## config.mk

```make
export PLATFORM = sky130hd
export DESIGN_NAME = mastermind_round_ctrl
export DESIGN_NICKNAME = d
export VERILOG_FILES = /design/src/rtl/mastermind_round_ctrl.sv
export SDC_FILE = /design/constraint.sdc
export NUM_CORES = 1
export LEC_CHECK = 0
export BUFFER_PORTS_ARGS = -buffer_cell sky130_fd_sc_hd__buf_2
export CAP_MARGIN = 15
export CORE_MARGIN = 5
export CORE_UTILIZATION = 59
export DETAILED_ROUTE_END_ITERATION = 6
export GPL_ROUTABILITY_DRIVEN = 0
export HOLD_SLACK_MARGIN = 0.15
export PLACE_DENSITY = 0.78
export RECOVER_POWER = 25
export SYNTH_ARGS = -nofsm -noshare
export SYNTH_HDL_FRONTEND = slang
export SYNTH_SLANG_ARGS = --single-unit
```

## constraint.sdc

```tcl
create_clock -name clk -period 9.23 [get_ports clk]
set_input_delay 1.3845 -clock clk [delete_from_list [all_inputs] [get_ports clk]]
set_output_delay 1.3845 -clock clk [all_outputs]
set_load 0.02 [all_outputs]
```

## src/rtl/mastermind_round_ctrl.sv

```systemverilog
// Mastermind game sequencer: selects the code maker, collects 4-digit guesses,
// scores exact/misplaced pegs and keeps per-player scores over a fixed number of rounds.
module mastermind_round_ctrl #(
  parameter int unsigned MAX_GUESSES = 6,
  parameter int unsigned ROUNDS      = 2
) (
  input  logic        clk,
  input  logic        reset,
  input  logic        start,
  input  logic        enterA,
  input  logic        enterB,
  input  logic [2:0]  SW,
  input  logic        started,
  input  logic [11:0] code_in,
  output logic        code_maker_go,
  output logic        maker_is_a,
  output logic [11:0] guess,
  output logic [2:0]  exact,
  output logic [2:0]  misplaced,
  output logic        result_valid,
  output logic [2:0]  guess_cnt,
  output logic [2:0]  round_cnt,
  output logic [2:0]  score_a,
  output logic [2:0]  score_b,
  output logic        game_over,
  output logic [1:0]  winner
);

  localparam int unsigned DIGITS = 4;
  localparam int unsigned DW     = 3;

  typedef enum logic [2:0] {
    IDLE    = 3'd0,
    MAKE    = 3'd1,
    GUESS   = 3'd2,
    EVAL    = 3'd3,
    RND_END = 3'd4,
    OVER    = 3'd5
  } state_t;

  state_t      state;
  state_t      state_nx;
  logic [11:0] secret;
  logic [2:0]  dig_cnt;

  logic        accept_c;
  logic [2:0]  exact_c;
  logic [2:0]  total_c;
  logic [2:0]  misplaced_c;
  logic [2:0]  guess_cnt_inc_c;
  logic [2:0]  round_cnt_inc_c;
  logic [1:0]  win_c;

  // Number of digit positions in w holding value v.
  function automatic logic [2:0] digit_count(input logic [11:0] w, input logic [2:0] v);
    logic [2:0] n;
    n = '0;
    for (int i = 0; i < int'(DIGITS); i++) begin
      n = n + 3'(w[DW*i +: DW] == v);
    end
    return n;
  endfunction

  // Peg scoring of the current guess against the secret.
  always_comb begin
    exact_c = '0;
    total_c = '0;
    for (int i = 0; i < int'(DIGITS); i++) begin
      exact_c = exact_c + 3'(guess[DW*i +: DW] == secret[DW*i +: DW]);
    end
    for (int v = 0; v < 8; v++) begin
      if (digit_count(guess, 3'(v)) < digit_count(secret, 3'(v))) begin
        total_c = total_c + digit_count(guess, 3'(v));
      end else begin
        total_c = total_c + digit_count(secret, 3'(v));
      end
    end
    misplaced_c = total_c - exact_c;
  end

  always_comb begin
    accept_c        = (state == GUESS) && (maker_is_a ? enterB : enterA);
    guess_cnt_inc_c = guess_cnt + 3'd1;
    round_cnt_inc_c = round_cnt + 3'd1;
    if (score_a > score_b) begin
      win_c = 2'b01;
    end else if (score_b > score_a) begin
      win_c = 2'b10;
    end else begin
      win_c = 2'b11;
    end
  end

  always_ff @(posedge clk or posedge reset) begin
    if (reset) begin
      state <= IDLE;
    end else begin
      state <= state_nx;
    end
  end

  always_comb begin
    state_nx = state;
    case (state)
      IDLE:    if (start) state_nx = MAKE;
      MAKE:    if (started) state_nx = GUESS;
      GUESS:   if (accept_c && (dig_cnt == 3'(DIGITS - 1))) state_nx = EVAL;
      EVAL: begin
        if ((exact_c == 3'(DIGITS)) || (guess_cnt_inc_c == 3'(MAX_GUESSES))) begin
          state_nx = RND_END;
        end else begin
          state_nx = GUESS;
        end
      end
      RND_END: state_nx = (round_cnt_inc_c == 3'(ROUNDS)) ? OVER : MAKE;
      OVER:    if (start) state_nx = MAKE;
      default: state_nx = IDLE;
    endcase
  end

  // Datapath and registered outputs; Moore flags follow the next state.
  always_ff @(posedge clk or posedge reset) begin
    if (reset) begin
      secret        <= '0;
      dig_cnt       <= '0;
      code_maker_go <= 1'b0;
      maker_is_a    <= 1'b0;
      guess         <= '0;
      exact         <= '0;
      misplaced     <= '0;
      result_valid  <= 1'b0;
      guess_cnt     <= '0;
      round_cnt     <= '0;
      score_a       <= '0;
      score_b       <= '0;
      game_over     <= 1'b0;
      winner        <= '0;
    end else begin
      result_valid  <= 1'b0;
      code_maker_go <= (state_nx == MAKE);
      game_over     <= (state_nx == OVER);
      winner        <= (state_nx == OVER) ? win_c : 2'b00;
      case (state)
        IDLE, OVER: begin
          if (start) begin
            score_a    <= '0;
            score_b    <= '0;
            round_cnt  <= '0;
            guess_cnt  <= '0;
            guess      <= '0;
            dig_cnt    <= '0;
            maker_is_a <= 1'b1;
          end
        end
        MAKE: begin
          if (started) begin
            secret  <= code_in;
            guess   <= '0;
            dig_cnt <= '0;
          end
        end
        GUESS: begin
          if (accept_c) begin
            guess   <= {guess[8:0], SW};
            dig_cnt <= dig_cnt + 3'd1;
          end
        end
        EVAL: begin
          exact        <= exact_c;
          misplaced    <= misplaced_c;
          result_valid <= 1'b1;
          guess_cnt    <= guess_cnt_inc_c;
          dig_cnt      <= '0;
          // Breaker scores on a full hit; the maker scores when guesses run out.
          if (exact_c == 3'(DIGITS)) begin
            if (maker_is_a) score_b <= score_b + 3'd1;
            else            score_a <= score_a + 3'd1;
          end else if (guess_cnt_inc_c == 3'(MAX_GUESSES)) begin
            if (maker_is_a) score_a <= score_a + 3'd1;
            else            score_b <= score_b + 3'd1;
          end
        end
        RND_END: begin
          round_cnt  <= round_cnt_inc_c;
          maker_is_a <= ~maker_is_a;
          guess_cnt  <= '0;
        end
        default: ;
      endcase
    end
  end

endmodule

```

# Yosys cells after proc, flatten, opt, wreduce, memory -nomap -nowiden
# Cells that the tools add are included.
[op_classes]
n_addsub = 71
mul = 0
n_div = 0
order_cmp = 10
n_eq_ne = 79
shift = 0
muxes = 41
bitwise = 1
n_reduce_logical = 25
[op_table]
columns = ["operator", "count"]
rows = [
  ["equality test 3 bit (second input constant)", 37],
  ["two-way mux 3 bit", 24],
  ["equality test 3 x 2 -> 1 bit (second input constant)", 20],
  ["adder 2 x 1 -> 3 bit", 17],
  ["adder 3 x 1 -> 3 bit", 17],
  ["adder 3 bit", 14],
  ["two-way mux 12 bit", 3],
  ["case mux 12 bit (3 select lines)", 1],
  ["adder 1 x 1 -> 2 bit", 17],
  ["equality test 3 x 1 -> 1 bit (second input constant)", 10],
  ["logical NOT 3 bit", 9],
  ["less-than comparator 3 bit", 8],
  ["case mux 3 bit (2 select lines)", 3],
  ["adder 3 x 1 -> 3 bit (second input constant)", 5],
  ["inequality test 3 bit (second input constant)", 5],
  ["case mux 3 bit (5 select lines)", 1],
  ["equality test 3 bit", 4],
  ["case mux 3 bit (4 select lines)", 1],
  ["AND reduction 5 bit", 2],
  ["case mux 3 bit (3 select lines)", 1],
  ["AND reduction 4 bit", 2],
  ["> comparator 3 bit", 2],
  ["AND reduction 2 bit", 3],
  ["nonzero test 3 bit", 2],
  ["other kinds (12)", 19],
]
[totals]
reg_bits = 54
latchBits = 0
ramBits = 0
mem_bits_ro = 0
inputBits = 21
out_inout_bits = 36
mem_count = 0

# Depth between registers and ports, before layout
# Gate-level depths: netlist of run 1.
[logic_depth]
word_depth = 21
mapped_depth = 27
ltp_nobuf = 26

# Worst setup path after synthesis of run 1
# OpenSTA, ideal clock, no wires.
[synth_timing]
path_type = "reg-to-reg"
start = "register secret[3]"
end = "register misplaced[2]"
arrival_time_ns = 8.037
required_time_ns = 9.104
path_slack_ns = 1.066
stages_incl_launch_ff = 27
path_buffers = 1
cell_sequence = "dfrtp_1 -> clkbuf_1 -> or3b_2 -> fa_1 -> inv_1 -> ha_1 -> ha_1 -> inv_1 -> ha_1 -> a21o_1 -> a21oi_1 -> mux2_2 -> ha_1 -> fa_1 -> fa_1 -> fa_1 -> fa_1 -> fa_1 -> fa_1 -> fa_1 -> inv_1 -> fa_1 -> xor2_1 -> xnor2_1 -> xnor3_1 -> xnor2_1 -> o21ai_1"
[synth_via]
elab_chain_len = 21
word_cells_on_any_way = 67
classes_between = "add/sub: 42; order compare: 8; eq/ne: 8; mux: 8; reduce/logical: 1"
[synth_rtl]
columns = ["item", "line_no", "text"]
rows = [
  ["start, declared", "43", "logic [11:0] secret;"],
  ["start signal, assigned", "157", "secret <= code_in;"],
  ["logical NOT 3 bit", "59", "n = n + 3'(w[DW*i +: DW] == v);"],
  ["adder 1 x 1 -> 2 bit", "59", ""],
  ["adder 2 x 1 -> 3 bit", "59", ""],
  ["adder 3 x 1 -> 3 bit", "59", ""],
  ["less-than comparator 3 bit", "72", "if (digit_count(guess, 3'(v)) < digit_count(secret, 3'(v))) begin"],
  ["two-way mux 3 bit", "72", ""],
  ["adder 3 bit, on equally long branches", "75, 73", ""],
  ["two-way mux 3 bit", "72", ""],
  ["(+5 left out)", "n/a", ""],
  ["two-way mux 3 bit", "72", ""],
  ["adder 3 bit, on equally long branches", "75, 73", ""],
  ["two-way mux 3 bit", "72", ""],
  ["adder 3 bit, on equally long branches", "75, 73", ""],
  ["two-way mux 3 bit", "72", ""],
  ["adder 3 bit, on equally long branches", "75, 73", ""],
  ["two-way mux 3 bit", "72", ""],
  ["subtractor 3 bit *", "78", "misplaced_c = total_c - exact_c;"],
  ["end signal, assigned", "170", "misplaced <= misplaced_c;"],
  ["end, declared", "19", "output logic [2:0] misplaced,"],
]
# Mark *: on every way between the ends. The rest lies on a longest branch, timed or not.
# A chain may end at the register's enable or synchronous reset.

# Worst setup path in the final report of run 1
# Same ends and word-level chain as after synthesis.

==> results of run 1 <==
[state kept, by name, indices dropped and copies added, names as in the netlist]
signal	flops
code_maker_go	1
dig_cnt	3
round_cnt	3
game_over	1
winner	2
maker_is_a	1
state	3
result_valid	1
misplaced	3
secret	12
score_a	3
exact	3
score_b	3
guess	12
guess_cnt	3
[metal layers]
metal	share of wire [%]	vias up	global-route usage [%]
li1	-	1858	-
met1	43	1867	31.0
met2	49	108	39.6
met3	6.2	19	3.38
met4	2.1	0	6.57
met5	0	-	0
[tightest hold or removal path, delay by kind of cell (launching register included)]
kind               cells  cell delay, ns
DFF                    1            0.35
and+or+nand+nor        1            0.05
AOI/OAI and AO/OA      1            0.06
[cell usage in the layout (no fill, tap or decap), types with 2 or more instances in the layout]
master,count
ha_1,77
buf_2,55
dfrtp_1,54
inv_1,53
nand2_1,49
nor3_1,35
o21ai_0,30
fa_1,25
mux2_2,22
xor2_1,15
xnor2_1,14
nand2b_1,13
nand3_1,13
a21o_1,12
nor2_1,11
a21oi_1,10
nand3_2,8
o21ai_2,8
nor3b_1,6
nand3b_1,5
and3b_1,5
clkbuf_8,5
o21ai_1,4
and3_1,4
nor3b_2,3
mux2i_1,3
nor2b_1,2
o22ai_1,2
or3b_2,2
clkbuf_1,2
[per-stage QoR]
step                std cells  instance area [um2]  hold slack (ns)  util [%]
finish                    674                 5470            0.497      63.7
global route              674                 5470            0.525      63.7
CTS                       674                 5480            0.502      63.7
detailed placement        667                 5390            0.469      62.8
global placement          667                 5390            0.468      62.8
floorplan                 530                 5110            0.457         -
[synthesized netlist by cell type, drive strengths merged (11+ instances only)]
master | number | share of area, %
a21o | 12 | 1.8
clkbuf | 20 | 1.5
dfrtp | 54 | 26
fa | 25 | 9.8
ha | 77 | 19
inv | 53 | 3.9
mux2 | 22 | 4.9
nand2 | 50 | 3.7
nand2b | 13 | 1.6
nand3 | 21 | 2.8
nor2 | 11 | 0.81
nor3 | 36 | 3.6
o21ai | 42 | 4.7
xnor2 | 14 | 2.4
xor2 | 15 | 2.6
[cell families (layout without fill, tap and decap cells)]
group / after synthesis / count (layout) / synth area share [%]
compound gates: 76 / 76 / 9.75
xor+xnor: 30 / 30 / 5.42
mux: 25 / 25 / 5.44
flops: 54 / 54 / 26.5
simple gates: 161 / 161 / 17.5
buf+inv: 82 / 118 / 6.71
fa+ha+maj: 102 / 102 / 28.7
[final cells by class]
cell class	count	area, um2	share of cell area, %
flip-flops and latches	54	1350	24.7
multi-input cells	394	3410	62.4
clock inverters	2	13.8	0.252
well taps	108	135	2.47
repair buffers	58	290	5.31
clock buffers	5	68.8	1.26
inverters	53	199	3.64
[path summary, 6_finish.rpt]
| kind | from | to | slack [ns] | cells after the start |
|---|---|---|---|---|
| worst max-delay path | secret[3] | misplaced[2] | 0.77 | 25 |
| worst min-delay path | misplaced[0] | misplaced[0] | 0.50 | 2 |
| worst min register to register | misplaced[0] | misplaced[0] | 0.50 | 2 |
| min in group asynchronous | reset | guess[9] | 2.16 | 3 |
| worst max register to register | secret[3] | misplaced[2] | 0.77 | 25 |
| max in group asynchronous | reset | guess_cnt[2] | 5.43 | 3 |
==> impl_metrics.json, run 1 <==
{
  "cts_resized": 0,
  "clockRootBuffer": "clkbuf_8",
  "cp_max_fo": 10,
  "ctsHtreeMaxLevel": 2,
  "fill_cells": 729,
  "dr_total_vias": 3852,
  "clockBufferDepth": 2,
  "worstSetupEndpointType": "flip-flop",
  "start_kind": "flip-flop",
  "status": "complete, but fails checks",
  "crit_buf_inv": 3,
  "finClkSkew_ns": 0.0132,
  "clk_latency_ns": 0.31,
  "postCtsHoldBufs": 0,
  "synth_area_per_cell_um2": 9.63,
  "crit_type": "flip-flop to flip-flop",
  "synth-main-ff-cell": "dfrtp_1",
  "crit_path_max_incr_delay_ns": 0.57,
  "area_growth_pct": 7.13,
  "relSlewSlack_pct": -94.2,
  "setup_ws_ns": 0.771,
  "post-cts-setup-buffers": 0,
  "dieHeight_um": 103,
  "async_reset_ff_share_pct": 100,
  "synth_edf_count": 0,
  "finalCritPeriodShare_pct": 91.6,
  "crit_arrival_ns": 8.65,
  "grt.overflow.total": 0,
  "grtUsageTotal_pct": 23.3,
  "cts_tree": "done",
  "crit_slowest_cell": "fa_1",
  "crit_top_cell": "fa_1",
  "nNetsFinal": 689,
  "synth_area_mm2": 0.00511,
  "grt_setup_unrepaired": "no",
  "num_io_pins": 57,
  "worst_slew_pin_slew_ns": 2.91,
  "yosysWarnings": 0,
  "drv_slew": 55,
  "numCtsBuffers": 5,
  "cp_top_family": "adder cells",
  "dpl_worst_slack_ns": 0.781,
  "synth_cell_types": 47,
  "synth_nets": 653,
  "synth-seq-area-share_pct": 26.5,
  "grt_pass1_vias": 3950,
  "start_util_pct": 59.4,
  "clkSinkCount": 54,
  "route.detailed.drc": 0,
  "synthCells": 530,
  "violations": "max-capacitance violations, max-slew violations",
  "drt-total-wl_mm": 11.6,
  "cts.clk_slew.worst_paths_ns": 0.11,
  "finalSetupViolCount": 0,
  "portBuffers": 56,
  "ant_nets": 0,
  "first_pass_iters": 4,
  "synth-seq-cells": 54,
  "min_path_type": "flip-flop to flip-flop",
  "die_x_um": 103,
  "min_period_ns": 8.46,
  "drtIter0Drc": 216,
  "finalSetupTns_ns": 0,
  "rows": 34,
  "worstPathRequired_ns": 9.42,
  "dp_hpwl_mm": 9.11,
  "die_area_mm2": 0.0106,
  "drv_cap": 1,
  "hold_viol": 0,
  "fmax_mhz": 118,
  "grt_start_max_net_pins": 55,
  "core_mm2": 0.00859,
  "diodes": 0,
  "wl_per_cell_um": 17.1,
  "drive_gt1_share_pct": 20.1,
  "vias_per_cell": 5.72,
  "grt_pass1_wl_mm": 19.3,
  "antenna_found_initial": 0
}
Power of run 1 is left out: the tool's default activity adds up to more than one toggle a clock period on the data nets, which glitch-free logic cannot reach.
==> inputs of run 2 (changes only) <==
--- a/config.mk
+++ b/config.mk
@@ -5,12 +5,14 @@
 export SDC_FILE = /design/constraint.sdc
 export NUM_CORES = 1
 export LEC_CHECK = 0
+export ABC_AREA = 1
 export BUFFER_PORTS_ARGS = -buffer_cell sky130_fd_sc_hd__buf_2
 export CAP_MARGIN = 15
 export CORE_MARGIN = 5
 export CORE_UTILIZATION = 59
 export DETAILED_ROUTE_END_ITERATION = 6
 export GPL_ROUTABILITY_DRIVEN = 0
+export GPL_TIMING_DRIVEN = 1
 export HOLD_SLACK_MARGIN = 0.15
 export PLACE_DENSITY = 0.78
 export RECOVER_POWER = 25
==> run 2 against run 1 <==
Effect of this change:
- global-route usage grew 0.75 points
- register-to-register slack better by 0.80 ns
- utilization is 2.3 points higher
- die area down 0.47%
- critical path depth increased by 3
- largest cell class unchanged
- non-clock buffer count shrank 1
- clock skew is 0.0015 ns lower
- the run still ends with max-capacitance violations, max-slew violations left
- cell count increased by 11%
- sequential share of layout area hardly changed
- first-iteration DRC count is 20% higher
- critical path type unchanged
- via count grew 9.0%
==> impl_metrics.json, run 2 <==
{
  "violations": "max-capacitance violations, max-slew violations",
  "relSlewSlack_pct": -98.4,
  "vias_per_cell": 5.60,
  "status": "complete, but fails checks",
  "min_path_type": "flip-flop to flip-flop",
  "drv_cap": 1,
  "dr_total_vias": 4197,
  "yosysTopAreaCell": "dfrtp_1",
  "nNetsFinal": 767,
  "yosys-top-cells-area": "dfrtp_1 (27%), ha_1 (19%), fa_1 (9.9%)",
  "grtUsageTotal_pct": 24.1,
  "cp_top_family": "adder cells",
  "yosysWarnings": 0,
  "die_area_mm2": 0.0106,
  "synth_area_mm2": 0.00508,
  "grt_setup_unrepaired": "no",
  "crit_top_cell": "fa_1",
  "regArea_mm2": 0.00135,
  "synth_common_cells": "inv_1 (92), ha_1 (77), nand2_1 (69), dfrtp_1 (54), nor3_1 (53)",
  "cp_max_fo": 8,
  "clockBufferDepth": 2,
  "portBuffers": 56,
  "drtIter0Drc": 259,
  "grt.overflow.total": 0,
  "wl_per_cell_um": 15.7,
  "crit_path_max_incr_delay_ns": 0.59,
  "synth-main-ff-cell": "dfrtp_1",
  "finClkSkew_ns": 0.0117,
  "start_kind": "flip-flop",
  "netlist.area_leader.share_pct": 26.6,
  "drv_slew": 55,
  "diodes": 0,
  "cts.clk_slew.worst_paths_ns": 0.11,
  "postCtsHoldBufs": 0,
  "grt_pass1_wl_mm": 20.0,
  "crit_buf_inv": 2,
  "min_period_ns": 7.65,
  "rows": 33,
  "grt_start_max_net_pins": 55,
  "finalSetupTns_ns": 0,
  "worst_slew_pin_slew_ns": 2.98,
  "final_common_cell": "inv_1",
  "hold_viol": 0,
  "cts_tree": "done",
  "synth_area_per_cell_um2": 8.44,
  "dp_hpwl_mm": 9.60,
  "ant_nets": 0,
  "finalSetupViolCount": 0,
  "synth_nets": 725,
  "crit_type": "flip-flop to flip-flop",
  "crit_slowest_cell": "fa_1",
  "worstPathRequired_ns": 9.40,
  "area_growth_pct": 7.76,
  "final_cell_mix": "inv_1 (91), ha_1 (77), nand2_1 (69), dfrtp_1 (54), buf_2 (54)",
  "synth-seq-area-share_pct": 26.6,
  "core_mm2": 0.00830,
  "die_x_um": 103,
  "numCtsBuffers": 5,
  "clkSinkCount": 54,
  "clk_latency_ns": 0.32,
  "post-cts-setup-buffers": 0,
  "antenna_found_initial": 0,
  "crit_arrival_ns": 7.83,
  "synthCells": 602,
  "ctsHtreeMaxLevel": 2,
  "drive_gt1_share_pct": 14.9,
  "synth-seq-cells": 54,
  "drt-total-wl_mm": 11.8,
  "first_pass_iters": 5,
  "multi_input_area_mm2": 0.00326,
  "post-synth-top-count-cell": "inv_1",
  "worstSetupEndpointType": "flip-flop",
  "finalCritPeriodShare_pct": 82.9,
  "start_util_pct": 61.2,
  "clockRootBuffer": "clkbuf_8",
  "async_reset_ff_share_pct": 100,
  "dieHeight_um": 103,
  "cts_resized": 0,
  "synth_edf_count": 0,
  "fmax_mhz": 131,
  "num_io_pins": 57,
  "route.detailed.drc": 0,
  "synth_cell_types": 38,
  "fill_cells": 688,
  "top_regs": "guess x12, secret x12",
  "grt_pass1_vias": 4200
}
==> run 2: cell count changes after synthesis, sizes merged, moves of 7 or more <==
| cell | previous run | this run |
|---|---|---|
| nor2 | 11 | 44 |
| o21ai | 42 | 32 |
| nand2 | 50 | 72 |
| clkbuf | 20 | 13 |
| a21oi | 10 | 39 |
| nor3 | 36 | 55 |
| a21o | 12 | 0 |
| nand2b | 13 | 0 |
| xnor2 | 14 | 5 |
| o211ai | 1 | 9 |
| inv | 53 | 94 |
| nand3 | 21 | 46 |
| mux2 | 22 | 0 |
| nor3b | 10 | 1 |
==> run 2: worst paths after layout <==
path	from	depth (start not counted)	slack, ns	to
setup / recovery	guess[3]	28	1.58	misplaced[2]
min in group asynchronous	reset	3	2.15	guess[1]
setup reg to reg	guess[3]	28	1.58	misplaced[2]
hold reg to reg	misplaced[0]	2	0.50	misplaced[0]
max in group asynchronous	reset	3	5.37	secret[5]
hold / removal	misplaced[0]	2	0.50	misplaced[0]
==> run 2: area by class of cell <==
cell class | instances | share of cell area [%]
repair buffers | 57 | 5.14
well taps | 105 | 2.40
flip-flops and latches | 54 | 24.7
clock buffers | 5 | 1.26
multi-input cells | 432 | 59.5
clock inverters | 3 | 0.526
inverters | 94 | 6.45
==> run 2: cell families (layout without fill, tap and decap cells) <==
| family | after synthesis | count (layout) | share of synthesized area [%] |
|---|---|---|---|
| fa+ha+maj | 102 | 102 | 28.8 |
| buf+inv | 116 | 159 | 9.09 |
| simple gates | 224 | 224 | 21.7 |
| flops | 54 | 54 | 26.6 |
| compound gates | 88 | 88 | 10.7 |
| xor+xnor | 18 | 18 | 3.10 |
==> run 2: metal layers <==
| layer | track usage (%) | wire length, um | vias up | share of wire (%) |
|---|---|---|---|---|
| li1 | - | - | 2069 | - |
| met1 | 33.5 | 5080 | 1977 | 43 |
| met2 | 40.7 | 5760 | 134 | 49 |
| met3 | 2.84 | 749 | 17 | 6.4 |
| met4 | 5.28 | 179 | 0 | 1.5 |
| met5 | 0 | 0 | - | 0 |
==> run 2: stage by stage <==
stage	hold slack [ns]	instances	cell area (um2)	util, %	worst slack (ns)
finish	0.499	750	5470	66.0	1.58
detailed placement	0.475	742	5390	64.9	1.61
floorplan	0.487	602	5080	-	1.87
CTS	0.502	750	5490	66.1	1.57
global route	0.518	750	5470	66.0	1.05
global placement	0.477	742	5390	64.9	1.75
==> run 2: worst reg2reg max path: cells and delay by family, from the launching register on <==
family                     cells  cell delay, ns
adders and majority gates     13            5.46
and+or+nand+nor                9            0.93
AOI/OAI and AO/OA              3            0.20
DFF                            1            0.53
xor gates and xnor gates       1            0.18
buffers and inverters          2            0.21
Power of run 2 is left out for the same reason.
